$ cat src/rtl/id_pkg.sv
// id_pkg: shared constants for the RV32I decode stage.
// Opcode values, ALU operation encoding and instruction field positions.
package id_pkg;

    localparam logic [6:0] OPC_OP     = 7'b0110011;
    localparam logic [6:0] OPC_OP_IMM = 7'b0010011;
    localparam logic [6:0] OPC_LOAD   = 7'b0000011;
    localparam logic [6:0] OPC_STORE  = 7'b0100011;
    localparam logic [6:0] OPC_LUI    = 7'b0110111;

    localparam int OPC_LSB = 0;
    localparam int RD_LSB  = 7;
    localparam int F3_LSB  = 12;
    localparam int RS1_LSB = 15;
    localparam int RS2_LSB = 20;
    localparam int F7_LSB  = 25;

    typedef enum logic [3:0] {
        ALU_ADD   = 4'd0,
        ALU_SUB   = 4'd1,
        ALU_SLL   = 4'd2,
        ALU_SLT   = 4'd3,
        ALU_SLTU  = 4'd4,
        ALU_XOR   = 4'd5,
        ALU_SRL   = 4'd6,
        ALU_SRA   = 4'd7,
        ALU_OR    = 4'd8,
        ALU_AND   = 4'd9,
        ALU_PASSB = 4'd10
    } alu_op_e;

    // Map funct3 to an ALU operation; alt selects SUB (f3=000) or SRA (f3=101).
    function automatic alu_op_e f3_to_alu(input logic [2:0] f3, input logic alt);
        case (f3)
            3'b000:  return alt ? ALU_SUB : ALU_ADD;
            3'b001:  return ALU_SLL;
            3'b010:  return ALU_SLT;
            3'b011:  return ALU_SLTU;
            3'b100:  return ALU_XOR;
            3'b101:  return alt ? ALU_SRA : ALU_SRL;
            3'b110:  return ALU_OR;
            default: return ALU_AND;
        endcase
    endfunction

endpackage

$ cat src/rtl/id_regfile.sv
// id_regfile: NREGS x XLEN register file, two combinational read ports and
// one synchronous write port. x0 always reads zero and ignores writes.
// Optional macro ID_BYPASS_EN: a same-cycle write is forwarded to the readers.
module id_regfile
    import id_pkg::*;
#(
    parameter int XLEN  = 32,
    parameter int NREGS = 32,
    parameter int AW    = $clog2(NREGS)
) (
    input  logic            clk,
    input  logic            rst_n,
    input  logic [AW-1:0]   ra1_i,
    input  logic [AW-1:0]   ra2_i,
    output logic [XLEN-1:0] rd1_o,
    output logic [XLEN-1:0] rd2_o,
    input  logic            we_i,
    input  logic [AW-1:0]   wa_i,
    input  logic [XLEN-1:0] wd_i
);

    logic [XLEN-1:0] mem_q [NREGS];

    // Storage: cleared on reset, written on the clock edge when enabled (never x0).
    always_ff @(posedge clk or negedge rst_n) begin
        if (!rst_n) begin
            for (int i = 0; i < NREGS; i++) begin
                mem_q[i] <= '0;
            end
        end else if (we_i && (wa_i != '0)) begin
            mem_q[wa_i] <= wd_i;
        end
    end

    // Read ports: x0 forced to zero, optional same-cycle write-through.
    always_comb begin
        rd1_o = (ra1_i == '0) ? '0 : mem_q[ra1_i];
        rd2_o = (ra2_i == '0) ? '0 : mem_q[ra2_i];
`ifdef ID_BYPASS_EN
        if (we_i && (wa_i == ra1_i) && (ra1_i != '0)) rd1_o = wd_i;
        if (we_i && (wa_i == ra2_i) && (ra2_i != '0)) rd2_o = wd_i;
`else
`endif
    end

endmodule

$ cat src/rtl/id_stage.sv
// id_stage: RV32I decode stage. Decodes one instruction per cycle, reads
// operands from id_regfile, detects load-use hazards and registers the
// result into the ID/EX register with valid/ready handshakes on both sides.
// Optional macro ID_BYPASS_EN (register-file write-through, see id_regfile).
module id_stage
    import id_pkg::*;
#(
    parameter int XLEN  = 32,
    parameter int NREGS = 32,
    parameter int AW    = $clog2(NREGS)
) (
    input  logic            clk,
    input  logic            rst_n,
    input  logic            if_valid,
    input  logic [31:0]     if_instr,
    input  logic [XLEN-1:0] if_pc,
    output logic            id_ready,
    input  logic            flush,
    output logic            ex_valid,
    input  logic            ex_ready,
    output logic [XLEN-1:0] ex_pc,
    output logic [XLEN-1:0] ex_rs1_data,
    output logic [XLEN-1:0] ex_rs2_data,
    output logic [XLEN-1:0] ex_imm,
    output logic [AW-1:0]   ex_rd,
    output logic [3:0]      ex_alu_op,
    output logic            ex_alu_src_imm,
    output logic            ex_reg_write,
    output logic            ex_mem_read,
    output logic            ex_mem_write,
    output logic            ex_illegal,
    input  logic            wb_we,
    input  logic [AW-1:0]   wb_rd,
    input  logic [XLEN-1:0] wb_data
);

    logic [6:0]      opcode;
    logic [2:0]      funct3;
    logic [AW-1:0]   rd_f, rs1_f, rs2_f;
    logic [XLEN-1:0] rs1_data, rs2_data;
    logic [XLEN-1:0] dec_imm;
    alu_op_e         dec_alu_op;
    logic            dec_src_imm, dec_rw, dec_mr, dec_mw, dec_ill;
    logic            use_rs1, use_rs2;
    logic            hazard, advance, accept;

    logic            ex_valid_q, ex_src_imm_q, ex_rw_q, ex_mr_q, ex_mw_q, ex_ill_q;
    logic [XLEN-1:0] ex_pc_q, ex_rs1_q, ex_rs2_q, ex_imm_q;
    logic [AW-1:0]   ex_rd_q;
    logic [3:0]      ex_alu_op_q;

    assign opcode = if_instr[OPC_LSB +: 7];
    assign funct3 = if_instr[F3_LSB +: 3];
    assign rd_f   = if_instr[RD_LSB +: AW];
    assign rs1_f  = if_instr[RS1_LSB +: AW];
    assign rs2_f  = if_instr[RS2_LSB +: AW];

    id_regfile #(.XLEN(XLEN), .NREGS(NREGS), .AW(AW)) u_regfile (
        .clk   (clk),
        .rst_n (rst_n),
        .ra1_i (rs1_f),
        .ra2_i (rs2_f),
        .rd1_o (rs1_data),
        .rd2_o (rs2_data),
        .we_i  (wb_we),
        .wa_i  (wb_rd),
        .wd_i  (wb_data)
    );

    // Instruction decode: immediate, ALU op, control flags and operand usage.
    always_comb begin
        dec_imm     = '0;
        dec_alu_op  = ALU_ADD;
        dec_src_imm = 1'b0;
        dec_rw      = 1'b0;
        dec_mr      = 1'b0;
        dec_mw      = 1'b0;
        dec_ill     = 1'b0;
        use_rs1     = 1'b0;
        use_rs2     = 1'b0;
        case (opcode)
            OPC_OP: begin
                use_rs1    = 1'b1;
                use_rs2    = 1'b1;
                dec_rw     = 1'b1;
                dec_alu_op = f3_to_alu(funct3, if_instr[F7_LSB + 5]);
            end
            OPC_OP_IMM: begin
                use_rs1     = 1'b1;
                dec_rw      = 1'b1;
                dec_src_imm = 1'b1;
                dec_imm     = XLEN'($signed(if_instr[31:20]));
                // Only the shift-right immediate uses bit 30; ADDI has no SUB form.
                dec_alu_op  = f3_to_alu(funct3, (funct3 == 3'b101) && if_instr[F7_LSB + 5]);
            end
            OPC_LOAD: begin
                use_rs1     = 1'b1;
                dec_rw      = 1'b1;
                dec_mr      = 1'b1;
                dec_src_imm = 1'b1;
                dec_imm     = XLEN'($signed(if_instr[31:20]));
            end
            OPC_STORE: begin
                use_rs1     = 1'b1;
                use_rs2     = 1'b1;
                dec_mw      = 1'b1;
                dec_src_imm = 1'b1;
                dec_imm     = XLEN'($signed({if_instr[31:25], if_instr[11:7]}));
            end
            OPC_LUI: begin
                dec_rw      = 1'b1;
                dec_src_imm = 1'b1;
                dec_alu_op  = ALU_PASSB;
                dec_imm     = XLEN'($signed({if_instr[31:12], 12'b0}));
            end
            default: dec_ill = 1'b1;
        endcase
    end

    // Handshake: stall fetch on a load-use hazard, on flush, or when execute is stalled.
    always_comb begin
        hazard   = if_valid && ex_valid_q && ex_mr_q && (ex_rd_q != '0) &&
                   ((use_rs1 && (rs1_f == ex_rd_q)) || (use_rs2 && (rs2_f == ex_rd_q)));
        advance  = ex_ready || !ex_valid_q;
        id_ready = advance && !hazard && !flush;
        accept   = if_valid && id_ready;
    end

    // ID/EX register: flush clears valid, advance loads or bubbles, otherwise hold.
    always_ff @(posedge clk or negedge rst_n) begin
        if (!rst_n) begin
            ex_valid_q   <= 1'b0;
            ex_pc_q      <= '0;
            ex_rs1_q     <= '0;
            ex_rs2_q     <= '0;
            ex_imm_q     <= '0;
            ex_rd_q      <= '0;
            ex_alu_op_q  <= '0;
            ex_src_imm_q <= 1'b0;
            ex_rw_q      <= 1'b0;
            ex_mr_q      <= 1'b0;
            ex_mw_q      <= 1'b0;
            ex_ill_q     <= 1'b0;
        end else if (flush) begin
            ex_valid_q <= 1'b0;
        end else if (advance) begin
            if (accept) begin
                ex_valid_q   <= 1'b1;
                ex_pc_q      <= if_pc;
                ex_rs1_q     <= rs1_data;
                ex_rs2_q     <= rs2_data;
                ex_imm_q     <= dec_imm;
                ex_rd_q      <= rd_f;
                ex_alu_op_q  <= dec_alu_op;
                ex_src_imm_q <= dec_src_imm;
                ex_rw_q      <= dec_rw;
                ex_mr_q      <= dec_mr;
                ex_mw_q      <= dec_mw;
                ex_ill_q     <= dec_ill;
            end else begin
                ex_valid_q <= 1'b0;
            end
        end
    end

    assign ex_valid       = ex_valid_q;
    assign ex_pc          = ex_pc_q;
    assign ex_rs1_data    = ex_rs1_q;
    assign ex_rs2_data    = ex_rs2_q;
    assign ex_imm         = ex_imm_q;
    assign ex_rd          = ex_rd_q;
    assign ex_alu_op      = ex_alu_op_q;
    assign ex_alu_src_imm = ex_src_imm_q;
    assign ex_reg_write   = ex_rw_q;
    assign ex_mem_read    = ex_mr_q;
    assign ex_mem_write   = ex_mw_q;
    assign ex_illegal     = ex_ill_q;

endmodule

$ cat config.mk
export PLATFORM = sky130hd
export DESIGN_NAME = id_stage
export DESIGN_NICKNAME = d
export VERILOG_FILES = /design/src/rtl/id_pkg.sv /design/src/rtl/id_regfile.sv /design/src/rtl/id_stage.sv
export SDC_FILE = /design/constraint.sdc
export NUM_CORES = 2
export LEC_CHECK = 0
export BUFFER_PORTS_ARGS = -buffer_cell sky130_fd_sc_hd__buf_4
export CAP_MARGIN = 40
export CORE_MARGIN = 3
export CORE_UTILIZATION = 60
export CTS_BUF_LIST = sky130_fd_sc_hd__clkbuf_8
export DETAILED_ROUTE_END_ITERATION = 7
export GPL_ROUTABILITY_DRIVEN = 0
export HOLD_SLACK_MARGIN = 0.08
export PLACE_DENSITY = 0.78
export RECOVER_POWER = 100
export SKIP_CTS_REPAIR_TIMING = 1
export SYNTH_ARGS = -nofsm -noshare
export SYNTH_HDL_FRONTEND = slang
export SYNTH_SLANG_ARGS = --single-unit
$ cat constraint.sdc
create_clock -name clk -period 5.9 [get_ports clk]
set_input_delay 0.295 -clock clk [delete_from_list [all_inputs] [get_ports clk]]
set_output_delay 0.295 -clock clk [all_outputs]
set_load 0.02 [all_outputs]
* After elaboration in Yosys (flattened, before gate mapping) *
Index checks and enable logic that the tools add are counted.

storage, ports and cells
  register bits = 1167
  logic and storage cells = 124
  input port bits = 107
  output and inout bits = 144

cells by class
  $lt $le $gt $ge = 4
  reduce and logical (&&, ||, !) cells = 30
  mux-type cells = 29
  equal/unequal tests = 13
  bitwise operators = 4

operators by type and width
  operator            count
  $bwmux 1024         1
  $bmux 32 s5         2
  $mux 32             7
  $demux 32 s5        1
  $pmux 32 s3         1
  $pmux 4 s7          2
  $eq 7x6->1 const B  3
  $ge 6x6->1 const B  3
  $not 5->6           3
  $mux 1              14
  $logic_and 1x1->1   12
  $pmux 4 s3          1
  $reduce_or 4->1     3
  $eq 5x5->1          2
  $logic_not 5->1     2
  $reduce_bool 5->1   2
  $eq 3x3->1 const B  3
  $eq 7x2->1 const B  1
  $eq 7x5->1 const B  1
  $eq 3x2->1 const B  2
  $lt 6x1->1 const B  1
  $reduce_or 5->1     1
  $reduce_or 2->1     2
  $eq 3x1->1 const B  1
  6 further kinds     9

* Depth between registers and ports, before layout *
  depth in word-level cells = 13
  mapped depth = 10
  depth with buffers taken out = 6

* Modules after synthesis *
A second synthesis with hierarchy kept.

second synthesis, totals
  cells, all modules = 4049
  area total of the unflattened synthesis = 60646.9 um^2

modules (own cells, without submodules)
  module      area each (um^2)  cells an instance  instances  sequential area each (um^2)
  id_regfile  54448.5           3624               1          25624.6
  id_stage    6198.4            425                1          3578.4

* Least setup slack after synthesis *
No wires, ideal clock.

  path kind = register to register
  start point = register ex_rd_q[1] (netlist: ex_rd[1])
  end point = register ex_rs1_q[19] (netlist: ex_rs1_data[19])
  slack = 3.690 ns
  required time = 5.796 ns
  clock period less this slack = 2.210 ns
  setup time = 0.104 ns
  path buffers = 2
  stages on the path, launching flop included = 9
  arrival = 2.107 ns
  cells stage by stage = dfrtp_1 -> or4_1 -> nor2_1 -> nor3_1 -> a21oi_2 -> nand2_1 -> buf_6 -> buf_6 -> o311ai_1

on the way
  word-level cells in the longest chain between the ends = 9
  elaborated cells on any way between the ends = 13
  those cells by class = eq/ne (2); reduce/logical (11)

ends and longest elaborated chain
  item                                   RTL line         text
  from (decl)                            id_stage.sv:49   logic [AW-1:0] ex_rd_q;
  from (signal assigned)                 id_stage.sv:153  ex_rd_q <= rd_f;
  $eq 5x5->1                             id_stage.sv:123  ((use_rs1 && (rs1_f == ex_rd_q)) || (use_rs2 && (rs2_f == ex_rd_q)));
  $logic_and 1x1->1                      id_stage.sv:123
  $logic_or 1x1->1                       id_stage.sv:123
  $logic_and 1x1->1 (*)                  id_stage.sv:122  hazard = if_valid && ex_valid_q && ex_mr_q && (ex_rd_q != '0) &&
  $logic_not 1->1 (*)                    id_stage.sv:125  id_ready = advance && !hazard && !flush;
  $logic_and 1x1->1 (*) (2 in a row)     id_stage.sv:125
  net id_ready                           id_stage.sv:17   output logic id_ready,
  $logic_and 1x1->1 (*)                  id_stage.sv:126  accept = if_valid && id_ready;
  $reduce_and 3->1 (no source line) (*)  -
  to (signal assigned)                   id_stage.sv:150  ex_rs1_q <= rs1_data;
  to (decl)                              id_stage.sv:48   logic [XLEN-1:0] ex_pc_q, ex_rs1_q, ex_rs2_q, ex_imm_q;

Mark *: on every way through the listed nets, which the timed path passes. The rest lies on a longest branch.
A chain may end at the register's enable or synchronous reset.

* Final worst setup path *
  start point = register ex_rd_q[2] (netlist: ex_rd[2])
  end point = register ex_rs2_q[27] (netlist: ex_rs2_data[27])

on the way
  word-level cells in the longest chain between the ends = 9
  elaborated cells on any way between the ends = 13
  those cells by class = eq/ne (2); reduce/logical (11)

ends and longest elaborated chain
  item                                   RTL line         text
  $eq 5x5->1                             id_stage.sv:123
  $logic_and 1x1->1                      id_stage.sv:123
  $logic_or 1x1->1                       id_stage.sv:123
  $logic_and 1x1->1 (*)                  id_stage.sv:122
  $logic_not 1->1 (*)                    id_stage.sv:125
  $logic_and 1x1->1 (*) (2 in a row)     id_stage.sv:125
  $logic_and 1x1->1 (*)                  id_stage.sv:126
  $reduce_and 3->1 (no source line) (*)  -
  to (signal assigned)                   id_stage.sv:151  ex_rs2_q <= rs2_data;
  to (decl)                              id_stage.sv:48

Mark *: on every way between the ends. The rest lies on a longest branch, timed or not.

==> out/qor.txt <==
======================================================================================================
Most frequently used flop master after synthesis                                               dfrtp_1
CP required                                                                                    6.66 ns
Max-Cap Viols                                                                                       50
Net switching component of the power                                                           6.36 mW
Area Overhead vs Synth                                                                           11.0%
Full die area                                                                              104,000 µm²
FFs w/ async S/R, synth                                                                           100%
Antenna-violating nets left                                                                          0
# DRC                                                                                                0
Combined area of the multi-input logic cells                                                29,000 µm²
IO Port Bufs                                                                                       250
Static power due to leakage                                                                    29.7 nW
Number of clock sinks                                                                            1,167
Number of stages on the worst setup path                                                             7
Placed Area                                                                                 62,800 µm²
Seq. cell area                                                                              29,200 µm²
Cells along the critical path                                                             or4_1 > nor2_1 > nor3_1 > a21bo_4 > nor2_1 > clkbuf_1 > a32o_1
# H-tree levels                                                                                      4
Setup tns final                                                                                   0 ns
Clock network power share                                                                        32.1%
Sequential Power Share                                                                           47.7%
Clock tree from TritonCTS                                                                          yes
Worst slew margin                                                                                -139%
Capturing element of the worst setup path                                                 ex_rs2_data[27]
Non-Filler Cell Area, Final                                                                 66,800 µm²
Number of global-route vias before repair                                                       40,900
Worst slew pin tran                                                                            3.58 ns
Cell internal power dissipation                                                                15.9 mW
Final count of pins violating max slew                                                           1,904
Most common cell in the synthesized netlist                                                    dfrtp_1
RSZ-0062 raised after global routing                                                             false
Largest net degree at the start of global routing                                                  176
Boundary Pins                                                                                      251
Crit start category                                                                          flip-flop
Average via count per standard cell                                                               6.94
Number of cells traversed by the worst hold path                                                     3
Power per cell area                                                                         333 nW/µm²
Post-synthesis cell count                                                                        4,274
Ratio of final minimum period to clock period                                                    78.7%
Average wire length per cell after detail routing                                              29.1 µm
Drt first pass iters                                                                                 5
Start of the worst register-to-register path                                                  ex_rd[2]
Distinct cells, synth                                                                               51
Worst min-delay path category                                                                   in2reg
Buffers & Inverters on Critical Path                                                                 1
Type of the worst setup path                                                                   reg2reg
Synth area leaders                                                                        dfrtp_1, mux2_2, mux4_2
Cell class contributing the biggest share of worst-path delay                             simple AND/OR/NAND/NOR gates
Setup crit end kind                                                                          flip-flop
Slowest Stage Delay on Critical Path                                                           1.57 ns
Length in cells of the worst reg-to-reg path                                                         7
Initial core utilization                                                                         60.9%
Clock network latency to the later pin of the worst-skew pair                                  0.86 ns
Min-Delay Startpoint                                                                      if_instr[15]
Clock transition at the register clock pins on the worst setup and hold paths after CTS        0.07 ns
Y dimension of the die                                                                          323 µm
Number of CTS-inserted buffers                                                                     184
Core Rows                                                                                          115
Critical Path Most Common Cell                                                                  nor2_1
Slowest stage cell, crit path                                                                 clkbuf_1
Nets in the synthesized netlist                                                                  4,381
Failing checks                                                                            capacitance limit, slew limit
Fill cell instance count of the final layout                                                     6,961
Crit path arrival time                                                                         5.40 ns
Total core area                                                                             98,900 µm²
Final-report setup violation count                                                                   0
Via Count                                                                                       40,700
Switching fraction of total power                                                                28.6%
Syn Area/Cell                                                                                 14.1 µm²
Clock tree skew after final layout                                                           0.0381 ns
Maximum VDD drop                                                                                188 µV
Number of flops mapped to enable cells by yosys                                                      0
Share of Yosys cell area claimed by the top area cell type                                       48.5%
Sequential-to-total area share from yosys stat                                                   48.5%
Synthesis warning total                                                                              0
Share of total power in combinational logic                                                      20.3%
Synthesis-stage register bit count                                                               1,167
Maximum fanout along the worst path                                                                 21
Worst setup slack for register-to-register paths                                               1.26 ns
Status                                                                                    finished with violations
Power after layout                                                                             22.2 mW
Minimum clock period                                                                           4.64 ns
Count of nets after finishing                                                                    4,532
Capture instance of the worst register-to-register path                                   ex_rs2_data[27]
Post-detailed-placement half-perimeter wirelength                                            95,700 µm
Final Hold Violating Endpoints                                                                       0
Antenna violations before repair                                                                     4
Final Worst Setup Slack                                                                        1.26 ns
Cell type contributing the most total cell area after synthesis                                dfrtp_1
Timing startpoint of the critical path                                                        ex_rd[2]
Top cells by instance count after synthesis                                               dfrtp_1, mux2_2, mux4_2, mux2i_1, clkbuf_1
Global route overflow                                                                                0
Worst Setup Slack post-DPL                                                                     2.67 ns
Clock root cell                                                                               clkbuf_8
Deepest clock path buffer count                                                                      3
Peak clock frequency supported by timing                                                       215 MHz
Post-synth design cell area                                                                 60,200 µm²
First-iteration detailed-routing DRC count                                                       4,466
Total wire length after detailed routing                                                    171,000 µm
Wire length of the first global-routing pass                                                255,000 µm
Proportion of layout cells with a drive suffix above 1                                           40.3%
Overall Global Routing Usage                                                                     32.6%
Floorplan die width                                                                             323 µm
======================================================================================================
area by class of cell:
cell class / instances / share of cell area, %
clock inverter: 83 / 0.674
multi-input combinational: 2630 / 43.4
clock buffer: 249 / 5.13
tap: 1287 / 2.41
sequential: 1167 / 43.7
inverter: 3 / 0.0225
timing repair buffer: 439 / 4.64
antenna: 3 / 0.0112
cell usage in the layout, fill, tap and decap left out, types with 5 or more instances in the layout:
cell type         n
a21oi_1          30
a221oi_1        148
a22oi_1          93
a31oi_1           7
a32o_1           35
buf_12            8
buf_16            5
buf_4           130
buf_8             5
clkbuf_1        182
clkbuf_2          6
clkbuf_8        250
clkinv_2         20
clkinvlp_4        5
dfrtp_1        1167
dlygate4sd3_1   102
inv_1            54
mux2_1            5
mux2_2          995
mux2i_1         378
mux4_2          380
nand2_1         235
nand2_2           9
nand2b_1         10
nand3_1          41
nor2_1           71
nor2_4            8
nor2b_1          14
nor3_1           10
o21ai_0          64
o22ai_1           7
o311ai_0         26
o31ai_1           9
xnor2_1          10
state kept, by name (all words and copies together) (netlist names):
| signal | count |
|---|---|
| ex_alu_op | 4 |
| ex_alu_src_imm | 1 |
| ex_illegal | 1 |
| ex_imm | 32 |
| ex_mem_read | 1 |
| ex_mem_write | 1 |
| ex_pc | 32 |
| ex_rd | 5 |
| ex_reg_write | 1 |
| ex_rs1_data | 32 |
| ex_rs2_data | 32 |
| ex_valid | 1 |
| u_regfile.mem_q | 1024 |
how the worst min path moves through the flow:
stage	to	slack, ns
global placement	ex_alu_src_imm	0.38
CTS	ex_imm[18]	-0.55
floorplan	ex_alu_op[0]	-0.0006
detailed placement	ex_imm[25]	0.38
finish	ex_imm[15]	0.02
global route	ex_imm[18]	0.07
cells by family after synthesis:
logic type             Yosys count  synth area share (%)
multiplexers                  1758                  39.2
buffers and inverters          477                  3.49
AND/OR/NAND/NOR                426                  3.01
XOR/XNOR                        10                 0.146
flip-flops                    1167                  48.5
AO/OA/AOI/OAI                  436                  5.56
per-stage QoR:
stage	std cells	hold WS [ns]	util [%]
6_report	5861	0.0171	67.6
5_1_grt	5860	0.0675	67.6
4_1_cts	5756	-0.551	67.4
3_5_place_dp	5424	0.382	63.5
3_3_place_gp	5417	0.376	63.3
2_1_floorplan	4274	-0.000591	-
worst register-to-register path: cells and delay by family (launching register included):
kind / cells / cell delay [ns]
AND/OR/NAND/NOR: 4 / 1.86
AO/OA/AOI/OAI: 2 / 0.65
buffers and inverters: 1 / 1.57
flip-flops: 1 / 0.47
power by group through the flow:
stage          logic, mW  registers, mW  clock network (mW)
6_report            4.51           10.6                7.13
5_1_grt             4.85           10.8                7.57
4_1_cts             4.57           10.6                7.22
3_5_place_dp        4.55           10.7                   0
3_3_place_gp        4.42           10.6                   0
2_1_floorplan       3.26           10.5                   0
layer usage:
layer	share of wire, %	vias to the layer above	GRT usage [%]
met4	3.7	2	12.2
met2	46	2149	49.1
met1	41	21500	47.2
met5	0.0053	-	0
met3	9.2	416	6.83
li1	-	16600	-
(Power assumes the default switching activity.)
